`config.mk`:
```
export PLATFORM = sky130hd
export DESIGN_NAME = tsmac_rxfifo_unpack
export DESIGN_NICKNAME = d
export VERILOG_FILES = /design/src/rtl/tsmac_rxfifo_unpack.sv
export SDC_FILE = /design/constraint.sdc
export NUM_CORES = 1
export LEC_CHECK = 0
export BUFFER_PORTS_ARGS = -buffer_cell sky130_fd_sc_hd__buf_2
export CAP_MARGIN = 20
export CORE_MARGIN = 10
export CORE_UTILIZATION = 40
export CTS_CLUSTER_SIZE = 12
export DETAILED_ROUTE_END_ITERATION = 12
export SYNTH_ARGS = -nofsm -noshare
export SYNTH_HDL_FRONTEND = slang
export SYNTH_SLANG_ARGS = --single-unit
export TNS_END_PERCENT = 10
```
`constraint.sdc`:
```
create_clock -name rd_clk -period 3.1 [get_ports rd_clk]
set_input_delay 0.62 -clock rd_clk [delete_from_list [all_inputs] [get_ports rd_clk]]
set_output_delay 0.62 -clock rd_clk [all_outputs]
set_load 0.02 [all_outputs]
```
`src/rtl/tsmac_rxfifo_unpack.sv`:
```
// TSMAC RX FIFO read-side unpacker: header + 32-bit payload words in,
// little-endian byte stream with sop/eop out; illegal-length frames dropped.
module tsmac_rxfifo_unpack #(
  parameter int c_DATA_WIDTH = 32,
  parameter int c_LEN_WIDTH  = 16,
  parameter int c_MAX_LEN    = 1536
) (
  input  logic                    rd_clk,
  input  logic                    rd_rst,
  input  logic [c_DATA_WIDTH-1:0] fifo_rd_data,
  input  logic                    fifo_rd_vld,
  output logic                    fifo_rd_en,
  output logic [7:0]              rx_data,
  output logic                    rx_valid,
  output logic                    rx_sop,
  output logic                    rx_eop,
  input  logic                    rx_ready,
  output logic                    len_err,
  output logic [15:0]             frm_cnt,
  output logic [15:0]             err_cnt
);

  localparam int WW = c_LEN_WIDTH - 1;

  localparam logic [1:0] S_HDR  = 2'd0;
  localparam logic [1:0] S_DATA = 2'd1;
  localparam logic [1:0] S_DROP = 2'd2;

  logic [1:0]              state_q, state_d;
  logic [c_DATA_WIDTH-1:0] wreg_q, wreg_d;
  logic                    wreg_vld_q, wreg_vld_d;
  logic [1:0]              idx_q, idx_d;
  logic [c_LEN_WIDTH-1:0]  bytes_left_q, bytes_left_d;
  logic [WW-1:0]           words_left_q, words_left_d;
  logic                    first_q, first_d;
  logic                    len_err_q, len_err_d;
  logic [15:0]             frm_cnt_q, frm_cnt_d;
  logic [15:0]             err_cnt_q, err_cnt_d;

  logic [c_LEN_WIDTH-1:0]  hdr_len;
  logic [c_LEN_WIDTH:0]    len_p3;
  logic [WW-1:0]           hdr_words;
  logic                    hdr_bad;
  logic                    pop;
  logic                    xfer;
  logic                    last_b;
  logic                    is_eop;

  assign hdr_len   = fifo_rd_data[c_LEN_WIDTH-1:0];
  assign len_p3    = {1'b0, hdr_len} + (c_LEN_WIDTH+1)'(3);
  assign hdr_words = len_p3[c_LEN_WIDTH:2];
  assign hdr_bad   = (hdr_len == '0) ||
                     (hdr_len > c_LEN_WIDTH'(c_MAX_LEN));

  assign is_eop   = (bytes_left_q == c_LEN_WIDTH'(1));
  assign rx_valid = wreg_vld_q;
  assign rx_sop   = wreg_vld_q & first_q;
  assign rx_eop   = wreg_vld_q & is_eop;
  assign xfer     = wreg_vld_q & rx_ready;
  assign last_b   = (idx_q == 2'd3) | is_eop;
  assign pop      = fifo_rd_vld & fifo_rd_en;
  assign len_err  = len_err_q;
  assign frm_cnt  = frm_cnt_q;
  assign err_cnt  = err_cnt_q;

  always_comb begin
    rx_data = 8'h00;
    unique case (idx_q)
      2'd0: rx_data = wreg_q[7:0];
      2'd1: rx_data = wreg_q[15:8];
      2'd2: rx_data = wreg_q[23:16];
      2'd3: rx_data = wreg_q[31:24];
    endcase
  end

  // Reload only while the current word is empty or its last byte leaves now.
  always_comb begin
    fifo_rd_en = 1'b0;
    unique case (state_q)
      S_HDR:   fifo_rd_en = 1'b1;
      S_DROP:  fifo_rd_en = 1'b1;
      S_DATA:  fifo_rd_en = (words_left_q != '0) &
                            (~wreg_vld_q | (xfer & last_b));
      default: fifo_rd_en = 1'b0;
    endcase
  end

  always_comb begin
    state_d      = state_q;
    wreg_d       = wreg_q;
    wreg_vld_d   = wreg_vld_q;
    idx_d        = idx_q;
    bytes_left_d = bytes_left_q;
    words_left_d = words_left_q;
    first_d      = first_q;
    len_err_d    = 1'b0;
    frm_cnt_d    = frm_cnt_q;
    err_cnt_d    = err_cnt_q;
    unique case (state_q)
      S_HDR: begin
        if (pop) begin
          if (hdr_bad) begin
            len_err_d = 1'b1;
            if (err_cnt_q != 16'hFFFF)
              err_cnt_d = err_cnt_q + 16'd1;
            if (hdr_words != '0) begin
              state_d      = S_DROP;
              words_left_d = hdr_words;
            end
          end else begin
            state_d      = S_DATA;
            bytes_left_d = hdr_len;
            words_left_d = hdr_words;
            first_d      = 1'b1;
          end
        end
      end
      S_DATA: begin
        if (xfer) begin
          bytes_left_d = bytes_left_q - c_LEN_WIDTH'(1);
          idx_d        = idx_q + 2'd1;
          first_d      = 1'b0;
          if (last_b)
            wreg_vld_d = 1'b0;
          if (is_eop) begin
            frm_cnt_d = frm_cnt_q + 16'd1;
            state_d   = S_HDR;
          end
        end
        if (pop) begin
          wreg_d       = fifo_rd_data;
          wreg_vld_d   = 1'b1;
          idx_d        = 2'd0;
          words_left_d = words_left_q - WW'(1);
        end
      end
      S_DROP: begin
        if (pop) begin
          words_left_d = words_left_q - WW'(1);
          if (words_left_q == WW'(1))
            state_d = S_HDR;
        end
      end
      default: state_d = S_HDR;
    endcase
  end

  always_ff @(posedge rd_clk or posedge rd_rst) begin
    if (rd_rst) begin
      state_q      <= S_HDR;
      wreg_q       <= '0;
      wreg_vld_q   <= 1'b0;
      idx_q        <= 2'd0;
      bytes_left_q <= '0;
      words_left_q <= '0;
      first_q      <= 1'b0;
      len_err_q    <= 1'b0;
      frm_cnt_q    <= 16'd0;
      err_cnt_q    <= 16'd0;
    end else begin
      state_q      <= state_d;
      wreg_q       <= wreg_d;
      wreg_vld_q   <= wreg_vld_d;
      idx_q        <= idx_d;
      bytes_left_q <= bytes_left_d;
      words_left_q <= words_left_d;
      first_q      <= first_d;
      len_err_q    <= len_err_d;
      frm_cnt_q    <= frm_cnt_d;
      err_cnt_q    <= err_cnt_d;
    end
  end

endmodule

```
==> impl_metrics.yaml, run 1 <==
status:
  outcome: "complete, no violations"
synth:
  ys.flop_type: "dfrtp_1"
  synth-seq-cells: 102
  yosys_warnings: 0
  postSynthCellCount: 594
  syn_area_mm2: 0.00579
  ys_seq_area_frac: 0.441
  syn-num-nets: 644
  synth-edff-count: 0
  async_flop_share: 1.00
  avgSynthCellArea_um2: 9.75
  synth_cell_type_count: 56
timing:
  setup_violations: 0
  report.final.slew_viol_count: 0
  rsz0062_at_grt: "false"
  finalCritPeriodShare: 0.952
  slew_headroom: 0.493
  finClkSkew_ns: 0.00862
  holdWs_ns: 0.271
  clock.fmax_mhz: 339
  final.setup.worst_slack_ns: 0.150
  period_minus_slack_ns: 2.95
  hold_viol: 0
  tns_ns: 0
  worstMarginPinSlew_ns: 0.757
layout:
  fin_util: 0.483
  syn_to_final_growth_pct: 17.0
  drive_above_1_share: 0.242
  layout_common_cells: "dfrtp_1, buf_2, nand2_1, a21oi_1, mux2_2"
  diodes: 0
  n_fill_cell: 1300
  instances_no_fill: 857
  finalNetCount: 722
  final_common_cell: "dfrtp_1"
global_routing:
  antenna_found_initial: 1
  grt_pass1_wl_mm: 25.0
  grt_pass1_vias: 4832
  grt.total_usage: 0.153
  grt-ovfl-total: 0
  grt_start_max_net_pins: 49
placed_design:
  dp_hpwl_mm: 11.4
  place_congestion: 0.855
  io_buffers: 80
  place_ws_ns: 0.147
  dp.cells: 838
routing:
  routedWlPerCell_um: 17.9
  drt_iter0_drc: 335
  wl_mm: 15.4
  ant_nets: 0
  routed-via-count: 4874
  drc_errors: 0
  firstDrtPassIters: 5
  drt-vias-per-instance: 5.69
setup_path:
  crit_type: "register to primary output"
  critPathCaptureType: "primary output"
  critPathRequiredTime_ns: 2.48
  start_kind: "register"
  cp.arrival_ns: 2.33
  path_max_fanout: 7
cts:
  clock_path_buffers: 2
  clk_latency_ns: 0.35
  root_buffer: "clkbuf_16"
  cts_max_level: 3
  numCtsBuffers: 9
  cts_tree: "done"
  clock_sinks: 102
  clk_pin_slew_ns: 0.07
pwr:
  intPower_mw: 3.01
  power.net_switching_mw: 1.73
  clock_power_share: 0.260
  combPwrFrac: 0.315
  seqPwrFrac: 0.425
  power_density_mw_per_mm2: 699
  sw_frac_of_total: 0.364
  max-vdd-ir-drop_mv: 0.363
  p_leak_nw: 3.22
floorplanning:
  core_area_mm2: 0.0140
  die_area_mm2: 0.0197
  initial_utilization: 0.413
  rows: 43
  die_w_um: 140
  die_height_um: 140
  num_io_pins: 81
worst_hold_path:
  hp-class: "input pin to async pin"
flow_run:
  maxCapViolations: 0
[stage by stage]
step / area (µm²) / power (mW)
after CTS: 6740 / 4.74
after global routing: 6780 / 5.04
after global placement: 6410 / 3.42
final: 6780 / 4.74
after floorplan: 5800 / 3.02
after detailed placement: 6410 / 3.49
[power by group through the flow]
| stage | registers, mW | clock network, mW | logic [mW] |
|---|---|---|---|
| finish | 2.01 | 1.23 | 1.49 |
| global route | 2.06 | 1.32 | 1.66 |
| CTS | 2.00 | 1.26 | 1.48 |
| detailed placement | 2.03 | 0 | 1.46 |
| global placement | 2.01 | 0 | 1.41 |
| floorplan | 1.97 | 0 | 1.05 |
[layer usage]
layer | vias to the layer above | GRT usage | wire [µm]
met1 | 2397 | 0.197 | 6880
met3 | 18 | 0.0318 | 830
li1 | 2322 | - | -
met2 | 137 | 0.251 | 7420
met4 | 0 | 0.0451 | 224
met5 | - | 0 | 0
[registers in the layout (all words and copies together) (netlist names)]
| name | flops |
|---|---|
| wreg_q | 32 |
| len_err | 1 |
| rx_valid | 1 |
| state_q | 2 |
| words_left_q | 15 |
| err_cnt | 16 |
| first_q | 1 |
| frm_cnt | 16 |
| idx_q | 2 |
| bytes_left_q | 16 |
[final cells by class]
| cell class | instances | area [µm²] | area share |
|---|---|---|---|
| multi-input combinational | 430 | 2970 | 0.439 |
| sequential | 102 | 2550 | 0.376 |
| timing repair buffer | 101 | 598 | 0.0882 |
| clock buffer | 10 | 229 | 0.0338 |
| tap | 180 | 225 | 0.0332 |
| inverter | 28 | 109 | 0.0161 |
| clock inverter | 6 | 92.6 | 0.0137 |
[synth_stat cells, drive strengths merged, types with 14 or more instances]
library cell  count  area, µm²
nor2             29        109
a21oi            36        180
clkbuf           23       86.3
nand2            54        210
nand4            20        125
inv              28        105
mux2             36        405
ha               14        175
o21ai            29        145
dfrtp           102       2550
xnor2            29        254
nand3            28        140
[worst paths after layout]
path / cells after the start / endpoint / start / slack (ns)
max in group asynchronous: 4 / err_cnt[3]$_DFFE_PP0P_ / rd_rst / 2.12
worst max register to register: 6 / wreg_q[11]$_DFFE_PP0P_ / words_left_q[7]$_DFFE_PP0P_ / 0.24
worst max-delay path: 7 / fifo_rd_en / words_left_q[7]$_DFFE_PP0P_ / 0.15
worst min register to register: 1 / frm_cnt[15]$_DFFE_PP0P_ / frm_cnt[15]$_DFFE_PP0P_ / 0.48
min in group rd_clk: 1 / frm_cnt[15]$_DFFE_PP0P_ / frm_cnt[15]$_DFFE_PP0P_ / 0.48
worst min-delay path: 2 / words_left_q[11]$_DFFE_PP0P_ / rd_rst / 0.27
[cells by family (layout without fill, tap and decap cells)]
logic type,after synthesis,after routing,synth area share
muxes,48,48,0.0907
DFF,102,102,0.441
AOI/OAI and AO/OA,130,130,0.147
and+or+nand+nor,196,196,0.180
xor gates and xnor gates,42,42,0.0635
buffers and inverters,62,145,0.0477
adders and majority gates,14,14,0.0302
[worst max-delay path, stage by stage (launching register included)]
cell and delay, ns:
dfrtp_1 0.41, or4_4 0.59, or4_4 0.49, nor2_1 0.12, nand2_1 0.05, o21ai_0 0.08
a21oi_1 0.09, buf_4 0.16
[what timing repair did]
item,in CTS,in global routing
endpoints found under the hold margin,0,0
setup buffers,1,2
pin swaps,0,1
resized for setup,1,2
hold buffers,0,0
endpoints found under the setup margin,1,1
(Power assumes the default switching activity.)
==> inputs of run 2 (changes only) <==
--- a/config.mk
+++ b/config.mk
@@ -5,8 +5,8 @@
 export SDC_FILE = /design/constraint.sdc
 export NUM_CORES = 1
 export LEC_CHECK = 0
+export ABC_AREA = 1
 export BUFFER_PORTS_ARGS = -buffer_cell sky130_fd_sc_hd__buf_2
-export CAP_MARGIN = 20
 export CORE_MARGIN = 10
 export CORE_UTILIZATION = 40
 export CTS_CLUSTER_SIZE = 12
==> impl_metrics.yaml, run 2 <==
setup_path:
  critical-path-max-stage-delay_ns: 0.41
  crit_type: "register to primary output"
  crit_path_top_delay_cell: "dfrtp_1"
  worst-r2r-cell-count: 12
  r2r_slack_ns: 0.68
  cp.arrival_ns: 1.98
  start_kind: "register"
  path_max_fanout: 5
  critPathCaptureType: "primary output"
  path_cells: "inv_1, ha_1, nand2_1, nor2_4, a21oi_2, nand2_4, a21oi_4, buf_2"
  critPathRequiredTime_ns: 2.48
synth:
  ys.flop_type: "dfrtp_1"
  async_flop_share: 1.00
  synth_cell_type_count: 42
  yosys_warnings: 0
  synthTopCellsByArea: "dfrtp_1, nand2_1, inv_1, nor2_1, nand3_1"
  synth-seq-cells: 102
  avgSynthCellArea_um2: 7.43
  postSynthCellCount: 859
  syn_area_mm2: 0.00639
  ys_top_cells_by_count: "nand2_1, dfrtp_1, inv_1, nor2_1, nand3_1"
  ys_seq_area_frac: 0.400
  synth_top_area_cell: "dfrtp_1"
  syn-num-nets: 909
  yosysTopAreaCellShare: 0.400
  synth-edff-count: 0
  yosysMostFrequentCell: "nand2_1"
timing:
  finalCritPeriodShare: 0.839
  final.setup.worst_slack_ns: 0.498
  slew_headroom: 0.617
  clock.fmax_mhz: 384
  rsz0062_at_grt: "false"
  finClkSkew_ns: 0.0112
  setup_violations: 0
  hold_viol: 0
  worstMarginPinSlew_ns: 0.571
  period_minus_slack_ns: 2.60
  tns_ns: 0
  report.final.slew_viol_count: 0
  holdWs_ns: 0.417
routing:
  firstDrtPassIters: 4
  ant_nets: 0
  drt-vias-per-instance: 4.84
  top_layer: "met4"
  routedWlPerCell_um: 13.9
  wl_met3_um: 771
  drt_iter0_drc: 310
  routed-via-count: 5586
  wl_mm: 16.0
  drt-met1-wl_mm: 7.99
  drc_errors: 0
  wl_met2_mm: 7.00
pwr:
  p_leak_nw: 3.54
  power_density_mw_per_mm2: 791
  max-vdd-ir-drop_mv: 0.574
  power_mw: 5.73
floorplanning:
  die_height_um: 146
  initial_utilization: 0.405
  die_w_um: 146
  core_area_mm2: 0.0158
  die_area_mm2: 0.0214
  rows: 46
  num_io_pins: 81
worst_hold_path:
  hp-class: "input pin to async pin"
global_routing:
  grt.total_usage: 0.155
  grt_pass1_vias: 5396
  grt-ovfl-total: 0
  grt_start_max_net_pins: 103
  grt_pass1_wl_mm: 27.8
  antenna_found_initial: 0
layout:
  regMostFlops: "wreg_q"
  syn_to_final_growth_pct: 13.4
  finalNetCount: 982
  finish.instance_area_mm2: 0.00724
  diodes: 0
  largest_register_ff_count: 32
  n_fill_cell: 1686
  drive_above_1_share: 0.163
  layout_common_cells: "nand2_1, dfrtp_1, inv_1, nor2_1, buf_2"
  final_common_cell: "nand2_1"
cts:
  clk_pin_slew_ns: 0.08
  cts_hold_buf: 0
  post_cts_resized: 0
  cts_setup_buffers: 0
  clock_path_buffers: 2
  numCtsBuffers: 9
  root_buffer: "clkbuf_16"
  cts_tree: "done"
  clk_latency_ns: 0.36
  clock_sinks: 102
  cts_max_level: 3
flow_run:
  maxCapViolations: 0
status:
  outcome: "complete, no violations"
placed_design:
  io_buffers: 80
  place_congestion: 0.878
  place_ws_ns: 0.515
  placed_cell_area_mm2: 0.00695
  dp_hpwl_mm: 12.1
## run 2: cell count changes after synthesis, sizes merged, moves of 9 or more
cell    change
inv        +60
o21ai      +69
nand2     +203
a21oi      -11
nand3      +32
clkbuf     -16
xnor2       -9
mux2i      -11
mux2       -36
and3       -10
nor2       +67
## run 2: cells by family after synthesis
logic type      Yosys count  synth area share
flops                   102             0.400
buf+inv                 112            0.0774
fa+ha+maj                14            0.0274
compound gates          145             0.130
mux                       1           0.00157
xor+xnor                 38            0.0521
simple gates            447             0.311
## run 2: critical path: cells and delay by family, from the launching register on
| family | cells | cell delay (ns) |
|---|---|---|
| AOI/OAI and AO/OA | 2 | 0.37 |
| adders and majority gates | 1 | 0.23 |
| buffers and inverters | 2 | 0.29 |
| DFF | 1 | 0.41 |
| and+or+nand+nor | 3 | 0.32 |
## run 2: path summary, 6_finish.rpt
path,startpoint,endpoint
setup / recovery,words_left_q[0]$_DFFE_PP0P_,fifo_rd_en
hold / removal,rd_rst,wreg_q[29]$_DFFE_PP0P_
setup reg to reg,words_left_q[0]$_DFFE_PP0P_,err_cnt[15]$_DFFE_PP0P_
hold reg to reg,frm_cnt[15]$_DFFE_PP0P_,frm_cnt[15]$_DFFE_PP0P_
max in group asynchronous,rd_rst,words_left_q[6]$_DFFE_PP0P_
min in group rd_clk,fifo_rd_data[25],wreg_q[25]$_DFFE_PP0P_
## run 2: stage by stage
step                std cells  utilization
floorplan                 859            -
detailed placement       1137        0.441
global placement         1137        0.441
finish                   1153        0.459
global route             1153        0.459
CTS                      1153        0.459
## run 2: layout make-up
| type | instances | area [µm²] | area share |
|---|---|---|---|
| clock buffers | 10 | 239 | 0.0330 |
| clock inverters | 6 | 52.6 | 0.00726 |
| inverters | 89 | 338 | 0.0466 |
| multi-input cells | 645 | 3340 | 0.461 |
| flip-flops and latches | 102 | 2550 | 0.352 |
| well taps | 216 | 270 | 0.0373 |
| repair buffers | 85 | 450 | 0.0622 |
## run 2: per-layer routing
metal / global-route usage / vias up
met1: 0.214 / 2545
met3: 0.0414 / 16
met2: 0.236 / 101
met5: 0 / -
met4: 0.0380 / 0
li1: - / 2924
## run 2: power by group
group / leakage (nW) / total [mW] / switching [mW] / internal, mW
clock: 0.138 / 1.14 / 0.561 / 0.581
combinational: 2.14 / 2.50 / 1.62 / 0.881
sequential: 1.27 / 2.09 / 0.359 / 1.73
total: 3.54 / 5.73 / 2.54 / 3.19
==> inputs of run 3 (changes only) <==
--- a/config.mk
+++ b/config.mk
@@ -5,7 +5,7 @@
 export SDC_FILE = /design/constraint.sdc
 export NUM_CORES = 1
 export LEC_CHECK = 0
-export ABC_AREA = 1
+export ABC_AREA = 0
 export BUFFER_PORTS_ARGS = -buffer_cell sky130_fd_sc_hd__buf_2
 export CORE_MARGIN = 10
 export CORE_UTILIZATION = 40
==> constraint.sdc (replaced) <==
create_clock -name rd_clk -period 2.7 [get_ports rd_clk]
set_input_delay 0.54 -clock rd_clk [delete_from_list [all_inputs] [get_ports rd_clk]]
set_output_delay 0.54 -clock rd_clk [all_outputs]
set_load 0.02 [all_outputs]
==> impl_metrics.yaml, run 3 (synthesized netlist as in run 1, its figures left out) <==
floorplanning:
  die_w_um: 140
  die_height_um: 140
  rows: 43
  die_area_mm2: 0.0197
  core_area_mm2: 0.0140
  num_io_pins: 81
  initial_utilization: 0.413
timing:
  clock.fmax_mhz: 346
  period_minus_slack_ns: 2.89
  worstMarginPinSlew_ns: 0.765
  final.setup.worst_slack_ns: -0.190
  slew_headroom: 0.489
  finClkSkew_ns: 0.00729
  hold_viol: 0
  setup_violations: 1
  report.final.slew_viol_count: 0
  rsz0062_at_grt: "true"
  finalCritPeriodShare: 1.07
routing:
  routedWlPerCell_um: 17.8
  drc_errors: 0
  routed-via-count: 5026
  wl_mm: 15.7
  drt-vias-per-instance: 5.68
  firstDrtPassIters: 6
  drt_iter0_drc: 353
  ant_nets: 0
cts:
  cts_hold_buf: 0
  clk_pin_slew_ns: 0.07
  cts_tree: "done"
  clk_latency_ns: 0.36
  cts_max_level: 3
  numCtsBuffers: 9
  clock_sinks: 102
  root_buffer: "clkbuf_16"
  clock_path_buffers: 2
setup_path:
  worst-r2r-cell-count: 7
  path_max_fanout: 6
  start_kind: "register"
  reg2reg_to: "wreg_q[20]$_DFFE_PP0P_"
  r2r_slack_ns: 0.10
  cp.arrival_ns: 2.35
  r2r_start: "words_left_q[7]$_DFFE_PP0P_"
  critPathRequiredTime_ns: 2.16
  critPathCaptureType: "primary output"
  crit_type: "register to primary output"
placed_design:
  placed_cell_area_mm2: 0.00666
  dp_hpwl_mm: 11.7
  io_buffers: 80
  place_congestion: 0.837
pwr:
  power_density_mw_per_mm2: 782
  p_leak_nw: 3.36
  max-vdd-ir-drop_mv: 0.345
layout:
  fin_util: 0.498
  finish.instance_area_mm2: 0.00700
  syn_to_final_growth_pct: 20.8
  finalNetCount: 750
  largest_register_ff_count: 32
  diodes: 0
  drive_above_1_share: 0.274
  layout_common_cells: "dfrtp_1, buf_2, nand2_1, buf_4, a21oi_1"
  final_common_cell: "dfrtp_1"
  regMostFlops: "wreg_q"
global_routing:
  grt_pass1_vias: 4974
  grt_pass1_wl_mm: 25.6
  grt_start_max_net_pins: 51
  grt-ovfl-total: 0
  antenna_found_initial: 0
  grt.total_usage: 0.156
status:
  outcome: "complete, but fails checks"
  failed_checks: "setup timing"
worst_hold_path:
  hp-class: "input pin to async pin"
flow_run:
  maxCapViolations: 0
[run 3: cell types whose count changed in the layout (fill, tap and decap cells not counted), sizes merged, moves of 8 or more]
cell / delta
xnor2: +9
a21oi: +11
nand2: -203
buf: +44
inv: -61
nand3: -32
and3: +10
or3: +8
a222oi: +8
nor2: -67
o21ai: -69
mux2i: +11
mux2: +36
[run 3: area by class of cell]
type,count,area (µm²)
inverters,28,109
clock buffers,10,239
clock inverters,6,68.8
multi-input cells,430,2980
fillers,1324,7040
well taps,180,225
repair buffers,129,825
flip-flops and latches,102,2550
[run 3: per-stage QoR]
step	hold slack (ns)	total power [mW]	std cells	setup slack, ns	setup TNS (ns)
floorplan	0.478	3.47	594	-0.0353	-0.653
global placement	0.451	4.00	868	-0.0700	-0.189
detailed placement	0.471	4.08	868	-0.104	-0.412
CTS	0.345	5.48	885	-0.191	-0.191
global route	0.376	5.82	885	-0.257	-0.257
finish	0.314	5.47	885	-0.190	-0.190
[run 3: timing repair]
item / in CTS / in global routing
endpoints found under the hold margin: 0 / 0
resized for setup: 5 / 3
endpoints found under the setup margin: 2 / 7
buffers inserted: 1 / 0
pin swaps: 0 / 2
[run 3: worst max path at each step]
stage | start | end | slack (ns) | cells past startpoint
after detailed placement | fifo_rd_data[0] | err_cnt[8]$_DFFE_PP0P_ | -0.10 | 7
after global placement | fifo_rd_data[3] | err_cnt[8]$_DFFE_PP0P_ | -0.07 | 7
after global routing | words_left_q[6]$_DFFE_PP0P_ | fifo_rd_en | -0.26 | 8
after CTS | words_left_q[6]$_DFFE_PP0P_ | fifo_rd_en | -0.19 | 8
after floorplan | fifo_rd_data[4] | bytes_left_q[5]$_DFFE_PP0P_ | -0.04 | 9
final | words_left_q[7]$_DFFE_PP0P_ | fifo_rd_en | -0.19 | 8
[run 3: power breakdown]
group	internal [mW]	total, mW	switching (mW)
combinational	0.782	1.79	1.01
clock	0.752	1.37	0.622
sequential	1.91	2.31	0.399
[run 3: worst max-delay path: stages (launching register included)]
cell,delay [ns]
dfrtp_1,0.40
or4_4,0.52
or4_4,0.45
buf_6,0.15
nor2_4,0.09
nand2_1,0.05
o21ai_1,0.08
a21oi_1,0.08
buf_4,0.16
[run 3: routing by layer]
layer | global-route usage | part of all wire | vias up
met5 | 0 | 0 | -
met4 | 0.0674 | 0.027 | 0
met3 | 0.0311 | 0.049 | 32
met1 | 0.201 | 0.45 | 2472
li1 | - | - | 2373
met2 | 0.249 | 0.48 | 149
